**src/rtl/ddr3_capture_writer_pkg.sv**
```systemverilog
// Shared definitions for the DDR3 capture writer: default widths, the capture
// state encoding and the byte order of the packed 16-bit write word.
package ddr3_cap_pkg;

  localparam int unsigned SMP_W_DEF    = 8;
  localparam int unsigned LEN_W_DEF    = 28;
  localparam int unsigned DIV_W_DEF    = 16;
  localparam int unsigned LOAD_CYC_DEF = 4;
  localparam int unsigned WORD_W_DEF   = 2 * SMP_W_DEF;

  // Sample slot index inside a packed word: the earlier sample sits low.
  localparam int unsigned WORD_LO_IDX = 0;
  localparam int unsigned WORD_HI_IDX = 1;

  typedef enum logic [2:0] {
    ST_IDLE    = 3'd0,
    ST_LOAD    = 3'd1,
    ST_ARMED   = 3'd2,
    ST_CAPTURE = 3'd3,
    ST_DONE    = 3'd4
  } cap_state_e;

endpackage

```
**src/rtl/ddr3_capture_writer_if.sv**
```systemverilog
// Write-side link between the capture writer and the DDR3 controller.
//   wr_load     : one-cycle pulse rewinding the controller write address
//   wfifo_wren  : write-FIFO write enable
//   wfifo_din   : packed write word
//   wrfifo_full : write-FIFO full (back-pressure towards the writer)
// master = capture writer, slave = controller write port.
interface ddr3_capture_writer_if #(
  parameter int unsigned WORD_W = ddr3_cap_pkg::WORD_W_DEF
);
  logic              wr_load;
  logic              wfifo_wren;
  logic [WORD_W-1:0] wfifo_din;
  logic              wrfifo_full;

  modport master (
    output wr_load,
    output wfifo_wren,
    output wfifo_din,
    input  wrfifo_full
  );

  modport slave (
    input  wr_load,
    input  wfifo_wren,
    input  wfifo_din,
    output wrfifo_full
  );
endinterface

```
**src/rtl/ddr3_capture_writer_cap_rate_div.sv**
```systemverilog
// Sample-rate divider: counts 0..div and wraps, flagging the terminal count.
//   clk, rst : clock and synchronous active-high reset
//   clr      : holds the count at 0 and suppresses the strobe
//   div      : terminal count; a strobe occurs every div+1 cycles
//   strobe   : high in the cycle the count equals div (combinational)
module cap_rate_div #(
  parameter int unsigned DIV_W = ddr3_cap_pkg::DIV_W_DEF
) (
  input  logic             clk,
  input  logic             rst,
  input  logic             clr,
  input  logic [DIV_W-1:0] div,
  output logic             strobe
);

  logic [DIV_W-1:0] cnt;

  // Wrapping counter, modulo div+1.
  always_ff @(posedge clk) begin
    if (rst || clr) begin
      cnt <= '0;
    end else if (cnt == div) begin
      cnt <= '0;
    end else begin
      cnt <= cnt + DIV_W'(1);
    end
  end

  assign strobe = !clr && (cnt == div);

endmodule

```
**src/rtl/ddr3_capture_writer.sv**
```systemverilog
// Sample-capture front end for the DDR3 controller write port. After an arm it
// pulses wr_load, waits LOAD_CYC cycles, then samples din at the divided rate
// until a mask/value trigger hits, and packs sample pairs into words pushed to
// the write FIFO until cfg_len words have been produced.
//   clk, rst            : capture clock, synchronous active-high reset
//   init_calib_complete : DDR3 calibration done; arm is ignored while low
//   arm, abort          : single-cycle start / stop requests
//   cfg_div             : sample strobe every cfg_div+1 cycles
//   cfg_trig_mask/val   : trigger compare mask and value
//   cfg_len             : words to capture (0 behaves as 1)
//   din                 : sample bus
//   wf                  : write-FIFO / address-rewind link (master side)
//   busy, done          : LOAD/ARMED/CAPTURE and DONE indicators
//   overflow            : sticky, a word was dropped on a full FIFO
//   words_cnt           : words produced in the current capture
module ddr3_capture_writer
  import ddr3_cap_pkg::*;
#(
  parameter int unsigned SMP_W    = SMP_W_DEF,
  parameter int unsigned LEN_W    = LEN_W_DEF,
  parameter int unsigned DIV_W    = DIV_W_DEF,
  parameter int unsigned LOAD_CYC = LOAD_CYC_DEF
) (
  input  logic                  clk,
  input  logic                  rst,
  input  logic                  init_calib_complete,
  input  logic                  arm,
  input  logic                  abort,
  input  logic [DIV_W-1:0]      cfg_div,
  input  logic [SMP_W-1:0]      cfg_trig_mask,
  input  logic [SMP_W-1:0]      cfg_trig_val,
  input  logic [LEN_W-1:0]      cfg_len,
  input  logic [SMP_W-1:0]      din,
  ddr3_capture_writer_if.master wf,
  output logic                  busy,
  output logic                  done,
  output logic                  overflow,
  output logic [LEN_W-1:0]      words_cnt
);

  localparam int unsigned WORD_W     = 2 * SMP_W;
  localparam int unsigned LOAD_CNT_W = (LOAD_CYC > 1) ? $clog2(LOAD_CYC) : 1;

  cap_state_e             state;
  logic [LOAD_CNT_W-1:0]  load_cnt;
  logic [LEN_W-1:0]       len_q;
  logic [DIV_W-1:0]       div_q;
  logic [SMP_W-1:0]       mask_q;
  logic [SMP_W-1:0]       val_q;
  logic [SMP_W-1:0]       low_q;
  logic                   half_q;

  logic                   div_clr;
  logic                   strobe;
  logic                   trig_hit;
  logic [WORD_W-1:0]      packed_word;

  // Divider only runs while waiting for the trigger or capturing.
  assign div_clr  = (state != ST_ARMED) && (state != ST_CAPTURE);
  assign trig_hit = ((din & mask_q) == (val_q & mask_q));

  cap_rate_div #(
    .DIV_W (DIV_W)
  ) u_rate_div (
    .clk    (clk),
    .rst    (rst),
    .clr    (div_clr),
    .div    (div_q),
    .strobe (strobe)
  );

  // Held low sample in the earlier slot, current sample in the later slot.
  always_comb begin
    packed_word = '0;
    packed_word[WORD_LO_IDX*SMP_W +: SMP_W] = low_q;
    packed_word[WORD_HI_IDX*SMP_W +: SMP_W] = din;
  end

  // Capture FSM, packer and counters.
  always_ff @(posedge clk) begin
    if (rst) begin
      state         <= ST_IDLE;
      load_cnt      <= '0;
      len_q         <= '0;
      div_q         <= '0;
      mask_q        <= '0;
      val_q         <= '0;
      low_q         <= '0;
      half_q        <= 1'b0;
      wf.wr_load    <= 1'b0;
      wf.wfifo_wren <= 1'b0;
      wf.wfifo_din  <= '0;
      busy          <= 1'b0;
      done          <= 1'b0;
      overflow      <= 1'b0;
      words_cnt     <= '0;
    end else begin
      wf.wr_load    <= 1'b0;
      wf.wfifo_wren <= 1'b0;

      if (abort && (state != ST_IDLE)) begin
        // Pending half word is dropped; overflow and words_cnt are kept.
        state  <= ST_IDLE;
        half_q <= 1'b0;
        busy   <= 1'b0;
        done   <= 1'b0;
      end else begin
        case (state)
          ST_IDLE, ST_DONE: begin
            if (arm && init_calib_complete) begin
              state      <= ST_LOAD;
              load_cnt   <= '0;
              len_q      <= (cfg_len == '0) ? LEN_W'(1) : cfg_len;
              div_q      <= cfg_div;
              mask_q     <= cfg_trig_mask;
              val_q      <= cfg_trig_val;
              half_q     <= 1'b0;
              overflow   <= 1'b0;
              words_cnt  <= '0;
              done       <= 1'b0;
              busy       <= 1'b1;
              wf.wr_load <= 1'b1;
            end
          end

          ST_LOAD: begin
            if (load_cnt == LOAD_CNT_W'(LOAD_CYC - 1)) begin
              state <= ST_ARMED;
            end else begin
              load_cnt <= load_cnt + LOAD_CNT_W'(1);
            end
          end

          ST_ARMED: begin
            // Triggering sample becomes the low half of word 0.
            if (strobe && trig_hit) begin
              low_q  <= din;
              half_q <= 1'b1;
              state  <= ST_CAPTURE;
            end
          end

          ST_CAPTURE: begin
            if (strobe) begin
              if (!half_q) begin
                low_q  <= din;
                half_q <= 1'b1;
              end else begin
                // Word counts even when dropped, so capture length stays fixed in samples.
                half_q    <= 1'b0;
                words_cnt <= words_cnt + LEN_W'(1);
                if (wf.wrfifo_full) begin
                  overflow <= 1'b1;
                end else begin
                  wf.wfifo_wren <= 1'b1;
                  wf.wfifo_din  <= packed_word;
                end
                if ((words_cnt + LEN_W'(1)) == len_q) begin
                  state <= ST_DONE;
                  busy  <= 1'b0;
                  done  <= 1'b1;
                end
              end
            end
          end

          default: begin
            state <= ST_IDLE;
            busy  <= 1'b0;
            done  <= 1'b0;
          end
        endcase
      end
    end
  end

endmodule

```
**src/flat_wrapper.sv**
```systemverilog
// flat-port wrapper written by rule: the top's interface ports become plain ports
module ddr3_capture_writer_flat import ddr3_cap_pkg::*;
#(
  parameter int unsigned SMP_W    = SMP_W_DEF,
  parameter int unsigned LEN_W    = LEN_W_DEF,
  parameter int unsigned DIV_W    = DIV_W_DEF,
  parameter int unsigned LOAD_CYC = LOAD_CYC_DEF
)
  (clk, rst, init_calib_complete, arm, abort, cfg_div, cfg_trig_mask, cfg_trig_val, cfg_len, din, busy, done, overflow, words_cnt, wf_wr_load, wf_wfifo_wren, wf_wfifo_din, wf_wrfifo_full);
  ddr3_capture_writer_if wf_i ();
  input  logic clk;
  input  logic rst;
  input  logic init_calib_complete;
  input  logic arm;
  input  logic abort;
  input  logic [DIV_W-1:0] cfg_div;
  input  logic [SMP_W-1:0] cfg_trig_mask;
  input  logic [SMP_W-1:0] cfg_trig_val;
  input  logic [LEN_W-1:0] cfg_len;
  input  logic [SMP_W-1:0] din;
  output logic busy;
  output logic done;
  output logic overflow;
  output logic [LEN_W-1:0] words_cnt;
  output wire logic [$bits(wf_i.wr_load)-1:0] wf_wr_load;
  output wire logic [$bits(wf_i.wfifo_wren)-1:0] wf_wfifo_wren;
  output wire logic [$bits(wf_i.wfifo_din)-1:0] wf_wfifo_din;
  input wire logic [$bits(wf_i.wrfifo_full)-1:0] wf_wrfifo_full;
  assign wf_wr_load = wf_i.wr_load;
  assign wf_wfifo_wren = wf_i.wfifo_wren;
  assign wf_wfifo_din = wf_i.wfifo_din;
  assign wf_i.wrfifo_full = wf_wrfifo_full;
  ddr3_capture_writer #(.SMP_W(SMP_W), .LEN_W(LEN_W), .DIV_W(DIV_W), .LOAD_CYC(LOAD_CYC)) u_core (.clk(clk), .rst(rst), .init_calib_complete(init_calib_complete), .arm(arm), .abort(abort), .cfg_div(cfg_div), .cfg_trig_mask(cfg_trig_mask), .cfg_trig_val(cfg_trig_val), .cfg_len(cfg_len), .din(din), .wf(wf_i), .busy(busy), .done(done), .overflow(overflow), .words_cnt(words_cnt));
endmodule
```
**config.mk**
```make
export PLATFORM = sky130hd
export DESIGN_NAME = ddr3_capture_writer_flat
export DESIGN_NICKNAME = d
export VERILOG_FILES = /design/src/rtl/ddr3_capture_writer_pkg.sv /design/src/rtl/ddr3_capture_writer_if.sv /design/src/rtl/ddr3_capture_writer_cap_rate_div.sv /design/src/rtl/ddr3_capture_writer.sv /design/src/flat_wrapper.sv
export SDC_FILE = /design/constraint.sdc
export NUM_CORES = 1
export LEC_CHECK = 0
export CAP_MARGIN = 20
export CORE_MARGIN = 8
export CORE_UTILIZATION = 45
export CTS_CLUSTER_DIAMETER = 50
export DETAILED_ROUTE_END_ITERATION = 10
export GPL_TIMING_DRIVEN = 0
export PLACE_DENSITY = 0.7
export SLEW_MARGIN = 20
export SYNTH_ARGS = -nofsm -noshare
export SYNTH_HDL_FRONTEND = slang
export SYNTH_HIERARCHICAL = 1
export SYNTH_SLANG_ARGS = --single-unit
export TNS_END_PERCENT = 20
```
**constraint.sdc**
```tcl
create_clock -name clk -period 3.43 [get_ports clk]
set_input_delay 0.343 -clock clk [delete_from_list [all_inputs] [get_ports clk]]
set_output_delay 0.343 -clock clk [all_outputs]
set_load 0.03 [all_outputs]
```
# Word level (Yosys, flattened, before mapping)
# Cells that the tools add are included.
# W data, S select, Z words.
[word_totals]
reg_bits = 139
out_inout_bits = 49
input_bits = 74
[classes]
n_eq_ne = 19
n_reduce_logical = 29
n_addsub = 3
mux = 39
bitwise = 9
[ops]
columns = ["operator", "count"]
rows = [
  ["$mux W28", 4],
  ["$pmux W28 S2", 1],
  ["$add A28 B1 Y28 const B", 1],
  ["$eq A28 B28 Y1", 1],
  ["$logic_not A28 Y1", 1],
  ["$mux W8", 3],
  ["$reduce_and A5 Y1", 4],
  ["$mux W3", 6],
  ["$add A16 B1 Y16 const B", 1],
  ["$and A8 B8 Y8", 2],
  ["$eq A16 B16 Y1", 1],
  ["$mux W1", 16],
  ["$pmux W8 S2", 1],
  ["$ne A2 B1 Y1 const B", 6],
  ["$pmux W3 S4", 1],
  ["$reduce_and A6 Y1", 2],
  ["$pmux W1 S3", 3],
  ["$eq A8 B8 Y1", 1],
  ["$reduce_and A4 Y1", 2],
  ["$reduce_or A2 Y1", 4],
  ["$not A1 Y1", 7],
  ["$eq A3 B2 Y1 const B", 2],
  ["$ne A2 B2 Y1 const B", 3],
  ["$ne A3 B2 Y1 const B", 2],
  ["other kinds (16)", 24],
]

# Depth between registers and ports, before layout
[depth]
word_depth = 7
depth_mapped = 13
ltp_nobuf = 10

# By module
# The synthesis kept the hierarchy.
[by_module_without_submodules]
columns = ["module", "area_per_inst_um2", "instances", "cells_per_inst"]
rows = [
  ["ddr3_capture_writer", 5888.1, 1, 770],
  ["cap_rate_div", 912.1, 1, 100],
]

# Worst setup path after synthesis
# OpenSTA, ideal clock, no wires.
[synth_timing]
path_kind = "register to register"
startpoint = "register u_core.u_rate_div.cnt[3]"
endpoint = "register u_core.words_cnt[27]"
setup_slack_ns = 0.594
setup_ns = 0.070
t_arrival_ns = 2.766
stages_incl_launch_ff = 12
path_buffers = 2
synth_period_minus_slack_ns = 2.836
path_cell_list = "dfxtp_1 > clkbuf_2 > xnor2_1 > nand4_1 > nor4_4 > nor2b_1 > nand2_1 > a22oi_1 > nand3_1 > clkbuf_1 > or4_1 > a21oi_1"
[synth_between]
elab_chain_cells = 4
[synth_lines]
columns = ["element", "line_no", "rtl"]
rows = [
  ["start, declared", "ddr3_capture_writer_cap_rate_div.sv:16", "logic [DIV_W-1:0] cnt;"],
  ["start signal, assigned", "ddr3_capture_writer_cap_rate_div.sv:25", "cnt <= cnt + DIV_W'(1);"],
  ["$eq A16 B16 Y1", "ddr3_capture_writer_cap_rate_div.sv:29", "assign strobe = !clr && (cnt == div);"],
  ["$logic_and A1 B1 Y1", "ddr3_capture_writer_cap_rate_div.sv:29", ""],
  ["named net u_core.strobe", "ddr3_capture_writer.sv:54", "logic strobe;"],
  ["$ne A2 B1 Y1 (no line)", "-", ""],
  ["$reduce_and A5 Y1 (no line)", "-", ""],
  ["end signal, assigned", "ddr3_capture_writer.sv:151", "words_cnt <= words_cnt + LEN_W'(1);"],
  ["end, declared", "ddr3_capture_writer.sv:38", "output logic [LEN_W-1:0] words_cnt"],
]
# The timed path passes the listed nets, and every way through them passes these cells.
# A chain may end at the register's enable or synchronous reset.

# Worst setup path in the final report
[layout_timing]
startpoint = "register u_core.words_cnt[1]"
endpoint = "register u_core.busy"
[layout_between]
elab_chain_cells = 4
[layout_lines]
columns = ["element", "line_no", "rtl"]
rows = [
  ["$add A28 B1 Y28", "ddr3_capture_writer.sv:158", "if ((words_cnt + LEN_W'(1)) == len_q) begin"],
  ["$eq A28 B28 Y1", "ddr3_capture_writer.sv:158", ""],
  ["$ne A2 B1 Y1 (no line)", "-", ""],
  ["$reduce_and A5 Y1 (no line)", "-", ""],
  ["end signal, assigned", "ddr3_capture_writer.sv:121", "busy <= 1'b1;"],
  ["end signal, assigned", "ddr3_capture_writer.sv:160", "busy <= 1'b0;"],
  ["end signal, assigned", "ddr3_capture_writer.sv:169", "busy <= 1'b0;"],
  ["end, declared", "ddr3_capture_writer.sv:35", "output logic busy,"],
]
# No other way between the ends.

==> results.json <==
{
  "outcome": "finished, final reports clean",
  "drt-pass1-iter-count": 5,
  "ioPinCount": 123,
  "num_rows": 45,
  "diodes": 0,
  "fin_crit_sh": 0.912,
  "min-delay-start": "u_core/low_q[5]",
  "synth_top_flop_cell": "dfxtp_1",
  "p_leak_nw": 3.06,
  "grt_pass1_vias": 6330,
  "irDropWorstVdd_mv": 0.390,
  "tightest_slew_ps": 1090,
  "cts_max_path_buffers": 2,
  "path_clk_slew_ps": 60,
  "clock_sinks": 139,
  "vias_per_cell": 5.53,
  "grt_usage": 0.209,
  "synth-seq-area-share": 0.409,
  "finalSetupViolations": 0,
  "dieWidth_um": 139,
  "end_kind": "register",
  "grt_overflow": 0,
  "fmax_mhz": 320,
  "die-area_um2": 19300,
  "netlist_area_um2": 6800,
  "async_reset_ff_frac": 0,
  "grt_max_degree": 17,
  "synth_area_leaders": "dfxtp_1 (41%), nand2_1 (10%), a21oi_1 (8.5%)",
  "powerDensity_nw_per_um2": 443,
  "worstPathArrival_ps": 3420,
  "core_area_um2": 15000,
  "rsz0062_at_grt": "false",
  "wl_per_cell_um": 16.8,
  "antenna_found_initial": 0,
  "clock_latency_ps": 430,
  "antenna_left": 0,
  "start_util": 0.454,
  "ys_seq_elements": 139,
  "htree_levels": 4,
  "cp.required_ps": 3720,
  "dr.max_layer_used": "met4",
  "power_mw": 3.93,
  "startpoint": "u_core/words_cnt[1]",
  "hold_viol": 0,
  "maxSlewViolCount": 0,
  "yosysTopAreaCell": "dfxtp_1",
  "fin_crit_ps": 3130,
  "dr.first_iter.drc_count": 710,
  "met3WireLength_mm": 1.26,
  "tritoncts": "built",
  "drive_gt1_frac": 0.0596,
  "skew_ps": 9.14,
  "dpl.hpwl_mm": 15.1,
  "synth.net_count": 947,
  "start_kind": "register",
  "gp_congestion": 0.907,
  "cts_made_buffers": 17,
  "drt_wl_total_mm": 20.4,
  "synth_edf_count": 0,
  "synth_top_area_share": 0.409,
  "avgSynthCellArea_um2": 7.82,
  "crit_fanout": 10,
  "holdBufCountCts": 0,
  "nNetsFinal": 1088,
  "utilization": 0.592,
  "wl_met1_mm": 8.91,
  "drv_cap": 0,
  "vias": 6695,
  "met2_length_mm": 9.83,
  "syn_to_final_growth_pct": 30.4,
  "dieHeight_um": 139,
  "grt_pass1_wl_mm": 32.7,
  "clockRootBuffer": "clkbuf_16",
  "nFillCells": 1407,
  "path_class": "register to register",
  "drc": 0,
  "worstReg2RegStart": "u_core/words_cnt[1]",
  "relSlewSlack": 0.271,
  "io_buffers": 122,
  "hp-class": "register to register",
  "syn_inst": 870,
  "synth_cell_type_count": 58,
  "yosysWarningCount": 6
}
cells in the mapped netlist (2+ instances only):
master and instances:
a31oi_1 7, nand3_1 24, xor2_1 21, dfxtp_1 139, clkbuf_1 42, nand2_1 184, and4_1 3, nand2b_1 2
xnor2_1 58, inv_1 9, a22oi_1 5, mux2i_1 10, and3_1 14, a211oi_1 3, or2_2 3, and2_1 2
nand3b_1 3, or3_1 14, o2111ai_1 2, o211ai_1 5, nor3_1 33, ha_1 3, nor2b_1 4, nor4_1 16
nand4_1 15, clkbuf_2 2, a21o_1 2, o21ai_1 2, a21oi_1 116, nor2_1 55, o21ai_0 29, buf_2 8
or4_1 7, nor4_4 4
power breakdown:
part | switching (mW) | internal (mW)
Clock | 0.695 | 1.15
Sequential | 0.0289 | 1.66
Combinational | 0.217 | 0.176
state kept, by name, indices dropped and copies added (netlist names):
| signal | flops |
|---|---|
| u_core/busy | 1 |
| u_core/wf.wfifo_din | 16 |
| u_core/load_cnt | 2 |
| u_core/mask_q | 8 |
| u_core/overflow | 1 |
| u_core/len_q | 28 |
| u_core/wf.wfifo_wren | 1 |
| u_core/wf.wr_load | 1 |
| u_core/div_q | 16 |
| u_core/half_q | 1 |
| u_core/val_q | 8 |
| u_core/low_q | 8 |
| u_core/done | 1 |
| u_core/u_rate_div/cnt | 16 |
| u_core/words_cnt | 28 |
| u_core/state | 3 |
routing by layer:
layer / vias up / track usage
li1: 3299 / -
met1: 3095 / 0.253
met2: 269 / 0.353
met3: 32 / 0.0478
met4: 0 / 0.0797
met5: - / 0
logic make-up (layout without fill, tap and decap cells):
kind of cell / count (synthesis) / in the layout / share of synthesized area
multiplexers: 10 / 10 / 0.0147
adder cells (fa/ha/maj): 3 / 3 / 0.00552
flip-flops: 139 / 139 / 0.409
AND/OR/NAND/NOR: 392 / 392 / 0.281
buffers and inverters: 63 / 216 / 0.0372
XOR/XNOR: 79 / 79 / 0.102
AO/OA/AOI/OAI: 184 / 184 / 0.151
area by class of cell:
| type | instances | area [um2] | area share |
|---|---|---|---|
| clock buffers | 20 | 447 | 0.0504 |
| clock inverters | 11 | 146 | 0.0165 |
| repair buffers | 123 | 1230 | 0.139 |
| multi-input cells | 668 | 3780 | 0.426 |
| flip-flops and latches | 139 | 2780 | 0.314 |
| well taps | 188 | 235 | 0.0265 |
| plain buffers | 53 | 216 | 0.0244 |
| inverters | 9 | 33.8 | 0.00381 |
worst paths after layout:
path	endpoint	slack [ps]	cells after the start
worst min register to register	u_core/wf.wfifo_din[5]	450	2
worst min-delay path	u_core/wf.wfifo_din[5]	450	2
worst max-delay path	u_core/busy	300	8
worst max register to register	u_core/busy	300	8
through the flow:
stage | instance area, um2 | setup TNS, ps | worst slack [ps] | instances | hold WS (ps)
global route | 8870 | 0 | 90.8 | 1211 | 459
finish | 8870 | 0 | 300 | 1211 | 449
CTS | 8860 | 0 | 126 | 1212 | 449
floorplan | 6800 | 0 | 594 | 870 | 432
detailed placement | 8260 | -1010 | -150 | 1180 | 446
global placement | 8260 | -1100 | -119 | 1180 | 440
placed cells by master, fill, tap and decap left out, types with 7 or more instances in the layout:
master             n
o21ai_0           29
a31oi_1            7
inv_1              9
nand3_1           24
or3_1             14
xnor2_1           58
nor3_1            33
nor4_1            16
clkbuf_16         17
mux2i_1           10
clkdlybuf4s50_1  122
a21oi_1          116
or4_1              7
and3_1            14
nor2_1            53
clkbuf_1          42
nand2_1          184
buf_2              9
xor2_1            21
dfxtp_1          139
nand4_1           15
critical path, stage by stage, from the launching register on:
cell       delay [ps]
dfxtp_1           490
ha_1              350
nand4_1           190
nor4_4            590
o2111ai_1         210
a211oi_1          330
nand4_1           210
nor4_4            500
o21ai_1           130
repair_timing:
item	in CTS	in global routing
pin swaps	1	0
resized for setup	2	4
gates cloned	0	0
buffers inserted	1	0
endpoints found under the setup margin	25	28
Note: power is estimated with default switching activity, not from simulation.
